$ cat src/rtl/branch_ctrl_pkg.sv
// Shared types and constants for the branch controller: FSM state, branch-type codes, default widths.
package branch_ctrl_pkg;

    localparam int unsigned PC_W_DEF  = 10;
    localparam int unsigned OFF_W_DEF = 8;
    localparam int unsigned BR_W      = 2;

    typedef enum logic [1:0] {
        ST_IDLE = 2'b00,
        ST_RUN  = 2'b01,
        ST_DONE = 2'b10
    } state_e;

    localparam logic [BR_W-1:0] BR_NONE = 2'b00;
    localparam logic [BR_W-1:0] BR_BEQ  = 2'b01;
    localparam logic [BR_W-1:0] BR_BLT  = 2'b10;
    localparam logic [BR_W-1:0] BR_JMP  = 2'b11;

endpackage

$ cat src/rtl/branch_ctrl_flag_reg.sv
// Two-bit condition flag register: write-enable gated load, synchronous clear, otherwise hold.
module branch_ctrl_flag_reg (
    input  logic clk_i,
    input  logic rst_ni,
    input  logic clr_i,
    input  logic we_i,
    input  logic zero_i,
    input  logic lt_i,
    output logic flag_z_o,
    output logic flag_lt_o
);

    logic flag_z_q,  flag_z_d;
    logic flag_lt_q, flag_lt_d;

    always_comb begin
        flag_z_d  = flag_z_q;
        flag_lt_d = flag_lt_q;
        if (clr_i) begin
            flag_z_d  = 1'b0;
            flag_lt_d = 1'b0;
        end else if (we_i) begin
            flag_z_d  = zero_i;
            flag_lt_d = lt_i;
        end
    end

    always_ff @(posedge clk_i) begin
        if (!rst_ni) begin
            flag_z_q  <= 1'b0;
            flag_lt_q <= 1'b0;
        end else begin
            flag_z_q  <= flag_z_d;
            flag_lt_q <= flag_lt_d;
        end
    end

    assign flag_z_o  = flag_z_q;
    assign flag_lt_o = flag_lt_q;

endmodule

$ cat src/rtl/branch_ctrl.sv
// Program-counter sequencer: IDLE/RUN/DONE control, PC-relative branches on latched ALU flags.
module branch_ctrl
    import branch_ctrl_pkg::*;
#(
    parameter int unsigned PC_W  = PC_W_DEF,
    parameter int unsigned OFF_W = OFF_W_DEF
) (
    input  logic             clk_i,
    input  logic             rst_ni,
    input  logic             start_i,
    input  logic [PC_W-1:0]  start_addr_i,
    input  logic             stall_i,
    input  logic             halt_i,
    input  logic             flag_we_i,
    input  logic             zero_i,
    input  logic             lt_i,
    input  logic [BR_W-1:0]  br_type_i,
    input  logic [OFF_W-1:0] br_offset_i,
    output logic [PC_W-1:0]  pc_o,
    output logic             running_o,
    output logic             ack_o,
    output logic             flag_z_o,
    output logic             flag_lt_o,
    output logic             taken_o
);

    state_e          state_q, state_d;
    logic [PC_W-1:0] pc_q, pc_d;
    logic            running_q, ack_q;
    logic            flag_we, flag_clr;
    logic [PC_W-1:0] off_ext;

    assign off_ext = PC_W'($signed(br_offset_i));

    // Next-state, PC update and flag-register controls; branches see the registered flags.
    always_comb begin
        state_d  = state_q;
        pc_d     = pc_q;
        flag_we  = 1'b0;
        flag_clr = 1'b0;
        taken_o  = 1'b0;
        unique case (state_q)
            ST_IDLE: begin
                if (start_i) begin
                    state_d  = ST_RUN;
                    pc_d     = start_addr_i;
                    flag_clr = 1'b1;
                end
            end
            ST_RUN: begin
                if (!stall_i) begin
                    flag_we = flag_we_i;
                    taken_o = ((br_type_i == BR_BEQ) && flag_z_o)  ||
                              ((br_type_i == BR_BLT) && flag_lt_o) ||
                              (br_type_i == BR_JMP);
                    if (halt_i) begin
                        state_d = ST_DONE;
                    end else if (taken_o) begin
                        pc_d = pc_q + off_ext;
                    end else begin
                        pc_d = pc_q + PC_W'(1);
                    end
                end
            end
            ST_DONE: begin
                if (!start_i) begin
                    state_d = ST_IDLE;
                end
            end
            default: state_d = ST_IDLE;
        endcase
    end

    always_ff @(posedge clk_i) begin
        if (!rst_ni) begin
            state_q   <= ST_IDLE;
            pc_q      <= '0;
            running_q <= 1'b0;
            ack_q     <= 1'b0;
        end else begin
            state_q   <= state_d;
            pc_q      <= pc_d;
            running_q <= (state_d == ST_RUN);
            ack_q     <= (state_d == ST_DONE);
        end
    end

    branch_ctrl_flag_reg u_flag_reg (
        .clk_i    (clk_i),
        .rst_ni   (rst_ni),
        .clr_i    (flag_clr),
        .we_i     (flag_we),
        .zero_i   (zero_i),
        .lt_i     (lt_i),
        .flag_z_o (flag_z_o),
        .flag_lt_o(flag_lt_o)
    );

    assign pc_o      = pc_q;
    assign running_o = running_q;
    assign ack_o     = ack_q;

endmodule

$ cat config.mk
export PLATFORM = sky130hd
export DESIGN_NAME = branch_ctrl
export DESIGN_NICKNAME = d
export VERILOG_FILES = /design/src/rtl/branch_ctrl_pkg.sv /design/src/rtl/branch_ctrl_flag_reg.sv /design/src/rtl/branch_ctrl.sv
export SDC_FILE = /design/constraint.sdc
export NUM_CORES = 1
export LEC_CHECK = 0
export CAP_MARGIN = 20
export CORE_ASPECT_RATIO = 0.7
export CORE_UTILIZATION = 23
export DETAILED_ROUTE_END_ITERATION = 10
export GPL_ROUTABILITY_DRIVEN = 0
export SETUP_SLACK_MARGIN = 0.3
export SYNTH_ARGS = -nofsm -noshare
export SYNTH_HDL_FRONTEND = slang
export SYNTH_SLANG_ARGS = --single-unit
$ cat constraint.sdc
create_clock -name clk_i -period 5.01 [get_ports clk_i]
set_input_delay 0.501 -clock clk_i [delete_from_list [all_inputs] [get_ports clk_i]]
set_output_delay 0.501 -clock clk_i [all_outputs]
set_load 0.005 [all_outputs]
* Word-level counts from Yosys, hierarchy flattened *
Cells that the tools add are included.

word-level totals
  bits in registers = 16
  input port bits = 28
  output and inout bits = 15
  word-level logic and storage cells = 43

cells by class
  $add $sub $neg = 2
  eq/ne operators = 10
  muxes and demuxes = 16
  bitwise gates (word level) = 1
  reductions and logical operators = 8

operators by type and width
  operator                 count
  $mux W10                 4
  $pmux W10 S2             1
  $add A10 B1 Y10 const B  1
  $add A10 B10 Y10         1
  $eq A2 B2 Y1 const B     4
  $mux W2                  4
  $eq A2 B1 Y1 const B     3
  $mux W1                  6
  $ne A2 B2 Y1 const B     3
  $pmux W2 S3              1
  $reduce_and A4 Y1        1
  $logic_and A1 B1 Y1      2
  $logic_not A2 Y1         1
  $logic_or A1 B1 Y1       2
  $reduce_bool A2 Y1       1
  $reduce_or A2 Y1         1
  $not A1 Y1               1

* Longest topological paths before layout *
  word-level depth = 8
  depth in mapped cells = 9
  depth with buffers taken out = 9

* By module *
Synthesis repeated with hierarchy kept, for this count alone.

second synthesis, totals
  cell total of the unflattened synthesis = 135
  area, all modules = 1116.1 sq um

modules (own cells, without submodules)
  module                instances  cells each  area an instance (sq um)  seq. area each (sq um)
  branch_ctrl           1          128         1042.2                    280.3
  branch_ctrl_flag_reg  1          7           73.8                      40.0

* Worst setup path after synthesis *
OpenSTA, ideal clock, no wires.

  path kind = input to register
  from = in br_type_i[1]
  to = reg pc_q[8], in the netlist pc_o[8]
  library setup time = 0.079 ns
  arrival = 2.644 ns
  data required time = 4.931 ns
  slack = 2.287 ns
  cell stages on the path = 9
  path buffers = 0
  path through = a21oi_1 -> or3_1 -> ha_1 -> fa_1 -> a211oi_1 -> o21ai_0 -> a22oi_1 -> mux2_2 -> a211oi_2

on the way
  longest elaborated chain between the ends = 8
  elaborated cells between the ends (all ways) = 11
  those cells by class = eq/ne (3); mux (4); reduce/logical (4)

ends and longest elaborated chain
  element                                              RTL line                              RTL
  from (decl)                                          branch_ctrl.sv:17                     input logic [BR_W-1:0] br_type_i,
  $eq A2 B1 Y1 / $eq A2 B2 Y1 (equally long branches)  branch_ctrl.sv:53, branch_ctrl.sv:54
  $logic_and A1 B1 Y1 (on tied branches)               branch_ctrl.sv:53, branch_ctrl.sv:54
  $logic_or A1 B1 Y1                                   branch_ctrl.sv:53                     taken_o = ((br_type_i == BR_BEQ) && flag_z_o) ||
  $logic_or A1 B1 Y1 (*)                               branch_ctrl.sv:54                     ((br_type_i == BR_BLT) && flag_lt_o) ||
  $mux W10 (*)                                         branch_ctrl.sv:58                     end else if (taken_o) begin
  $mux W10 (*)                                         branch_ctrl.sv:56                     if (halt_i) begin
  $mux W10 (*)                                         branch_ctrl.sv:51                     if (!stall_i) begin
  $pmux W10 S2 (*)                                     branch_ctrl.sv:42                     unique case (state_q)
  to (signal assigned)                                 branch_ctrl.sv:82                     pc_q <= pc_d;
  to (decl)                                            branch_ctrl.sv:28                     logic [PC_W-1:0] pc_q, pc_d;

Mark *: on every way between the ends. The rest lies on a longest branch, timed or not. The select of a mux whose other input is x is not followed.
A chain may end at the register's enable or synchronous reset.

* Final worst setup path *
Same ends and word-level chain as after synthesis.

==> flow_results.org <==
** Outcome
- The run finished with clean final reports.

** Synthesis
- Most numerous cell types in the synthesized netlist :: nand2_1, dfxtp_1, nor2_1
- Synthesized-area fraction occupied by adder cells :: 0.117
- Dominant cell by count in the synthesized netlist :: nand2_1
- Summing every instance area after synthesis gives 1140 µm².
- Avg Inst Size Synth :: 8.07 µm²
- Of the post-synthesis cell area, the part taken by muxes is 0.0275.
- Post-synth net total :: 179
- The Yosys step of the flow raised 0 warnings.
- The share of the synthesized area in compound gates (AO/OA/AOI/OAI) was 0.259.
- Post-Syn Instances :: 141
- Sorting the synthesized cells by area gives the leading types as dfxtp_1, ha_1, nand2_1.
- After synthesis, the largest family of logic cells by area is compound AO/OA/AOI/OAI gates.
- The share of the Yosys chip area taken by registers is 0.282.
- Most used DFF post-synth :: dfxtp_1
- Area fraction in and, or, nand and nor cells after synthesis :: 0.229
- Of the total synthesized cell area, the portion taken by XOR and XNOR cells is 0.0539.
- Number of storage elements in the synthesis netlist :: 16
- In this run, synthesis inferred 0 flip-flops with an integrated enable.
- Summed over all instances, the cell type with the most area after synthesis is dfxtp_1.
- Post-synth ARST share :: 0
- The share of synthesized area in the top cell type comes to 0.282.
- Yosys mapped the design onto 40 distinct sky130hd cell types.

** Clocking
- In this run the number of H-tree levels came out at 1.
- CTS Root Buffer Type :: clkbuf_8
- TritonCTS clock tree :: done
- Cts repair resizes :: 0
- Clock latency on the worst-skew pair, taken at its later pin, is 250 ps.
- After clock tree synthesis, the flow added hold-fix buffers numbering 0.
- The clock drives 16 sinks.
- Maximum count of clock buffers along a single path :: 2
- Clock-pin slew was measured on the worst setup and hold paths at 60 ps.
- Counting the buffers created by CTS gives 3.
- After clock tree synthesis, the setup repair step added 0 buffers.

** GRT
- Largest net degree at the start of global routing :: 19
- The number of global-route vias before repair came to 1,060.
- Summed over all layers, the global routing overflow is 0.
- The first global-routing pass estimated 5140 µm of wire.
- Met1 GRT Util :: 0.187
- In the global route stage, met2 resource usage came out at 0.195.
- Layer carrying the most global-route usage :: met2
- For met3 alone, demand over resource in global routing was 0.0354.
- The initial antenna violation count was 0.
- Across every metal layer, demand over resource in global routing totals 0.130.

** Worst setup path
- Critical Path Max Stage Delay :: 480 ps
- Arrival time of the worst setup path :: 3320 ps
- CP max FO :: 4
- At the worst endpoint, the required time is 5180 ps.
- CP cell instances :: clkdlybuf4s50_1, a21oi_1, or3_1, ha_1, fa_1, a211oi_1, o21ai_0, a22oi_1, mux2_2, a211oi_2
- CP Capture Type :: flop
- Kind of critical path :: input pin to flop
- Slowest cell on the critical path :: clkdlybuf4s50_1
- Crit path launch type :: input pin

** STA
- Worst-Margin Slew :: 724 ps
- Clk_skew :: 2.18 ps
- Final clock period utilization by the worst path :: 0.628
- Hold Worst Slack :: 480 ps
- Fmax :: 318 MHz
- Worst slew margin relative to its limit :: 0.516
- Setup TNS :: 0 ps
- Final worst path period need :: 3150 ps
- Setup violations remaining at the end of the flow were counted as 0.
- The number of pins with negative max-slew slack in the final report is 0.
- The final hold violation count came to 0.
- RSZ-0062 raised after global routing :: false

** Route
- In the routed design, unresolved DRC markers number 0.
- Final routed wire length divided by cell count :: 12.5 µm
- The first routing iteration left 22 violations.
- Number of nets with antenna violations after detailed routing :: 0
- First-pass iteration count of the detailed router :: 4
- Using the TritonRoute via totals, the vias-per-cell ratio works out to 4.50.
- Summed over all layers, the routed wires come to 3100 µm.
- Vias :: 1,116

** Power
- Leak pwr :: 0.651 nW
- Worst vdd rail ir drop :: 0.0910 mV
- Dividing total power by cell area gives a power density of 222 nW/µm².

** Cells and area
- Synth-to-layout area growth :: 45.9%
- In the final layout, the share of cells above drive strength 1 is 0.0385.
- Diode insertion count for antenna repair :: 0
- Final-layout fill cell count :: 469
- The final layout contains 222 nets.

** Die
- The floorplan step set the die height to 60.8 µm.
- Row generation in the floorplan step produced 20 rows.
- For this configuration, the core starts out at a cell density of 0.251.
- The core region is 4530 µm².
- From left edge to right edge, the die measures 86.1 µm.
- Overall die area :: 5230 µm²
- 43 I/O pins were placed.

** Worst hold path
- In this run the worst hold path is classified as flop to flop.

** Placement
- Once detailed placement completed, the half-perimeter wirelength came to 2450 µm.
- In this run the tool buffered the top-level ports with 42 buffer cells.

** Job
- Across the run, the number of max-cap violations was 0.
[cells by family (layout without fill, tap and decap cells)]
| logic type | count (synthesis) | count (layout) |
|---|---|---|
| AND/OR/NAND/NOR | 53 | 53 |
| AO/OA/AOI/OAI | 44 | 44 |
| flip-flops | 16 | 16 |
| adder cells (fa/ha/maj) | 10 | 10 |
| buffers and inverters | 8 | 49 |
| XOR/XNOR | 7 | 7 |
| multiplexers | 3 | 3 |
[path summary, 6_finish.rpt]
| path | start | to | slack [ps] | cells past startpoint |
|---|---|---|---|---|
| setup / recovery | br_type_i[1] | pc_o[8] | 1860 | 10 |
| setup reg to reg | u_flag_reg.flag_lt_o | pc_o[8] | 2210 | 9 |
| hold reg to reg | u_flag_reg.flag_z_o | u_flag_reg.flag_z_o | 480 | 2 |
| hold / removal | u_flag_reg.flag_z_o | u_flag_reg.flag_z_o | 480 | 2 |
[registers in the layout, summed over array words and instances (netlist names)]
| register | flops |
|---|---|
| ack_o | 1 |
| pc_o | 10 |
| running_o | 1 |
| state_q | 2 |
| u_flag_reg.flag_lt_o | 1 |
| u_flag_reg.flag_z_o | 1 |
[power by group]
part	switching (mW)	internal, mW	leakage (nW)	total (mW)
combinational	0.0551	0.0672	0.497	0.122
sequential	0.00979	0.138	0.132	0.148
clock	0.0455	0.0533	0.0216	0.0988
total	0.110	0.258	0.651	0.369
[cell usage in the layout (no fill, tap or decap), types with 2 or more instances in the layout]
master / synthesis / routed
clkdlybuf4s50_1: 0 / 42
nand2_1: 18 / 18
dfxtp_1: 16 / 16
nor2_1: 11 / 11
a21oi_1: 9 / 9
ha_1: 9 / 9
and2_1: 8 / 8
o21ai_0: 8 / 8
nand3_1: 4 / 4
inv_1: 4 / 4
a31oi_1: 4 / 4
a211oi_1: 4 / 4
xor2_1: 4 / 4
nand2b_1: 3 / 3
o22ai_1: 3 / 3
xnor2_1: 3 / 3
clkbuf_8: 0 / 3
a21o_1: 2 / 2
nor2b_1: 2 / 2
mux2i_1: 2 / 2
a311oi_1: 2 / 2
o211ai_1: 2 / 2
o21ai_1: 2 / 2
[area by class of cell]
class / count / area, µm² / area share
Clock buffer: 3 / 41.3 / 0.0249
Inverter: 4 / 15.0 / 0.00905
Multi-Input combinational cell: 117 / 779 / 0.470
Sequential cell: 16 / 320 / 0.193
Tap cell: 66 / 82.6 / 0.0498
Timing Repair Buffer: 42 / 420 / 0.253
[worst max-delay path: cells and delay by family]
kind            cells  cell delay (ps)
buf+inv             1              480
mux                 1              360
fa+ha+maj           2              640
compound gates      5              930
simple gates        1              400
[stage by stage]
stage,area (µm²),power [mW],util,instances,setup slack (ps)
floorplan,1140,0.218,-,141,2290
global placement,1620,0.273,0.357,245,1650
detailed placement,1620,0.273,0.357,245,1600
CTS,1660,0.373,0.366,248,1850
global route,1660,0.395,0.366,248,1730
finish,1660,0.369,0.366,248,1860
[metal layers]
layer	share of wire	vias up
met5	0	-
met1	0.55	493
li1	-	597
met3	0.046	0
met4	0	0
met2	0.41	26
Note: power is estimated with default switching activity, not from simulation.
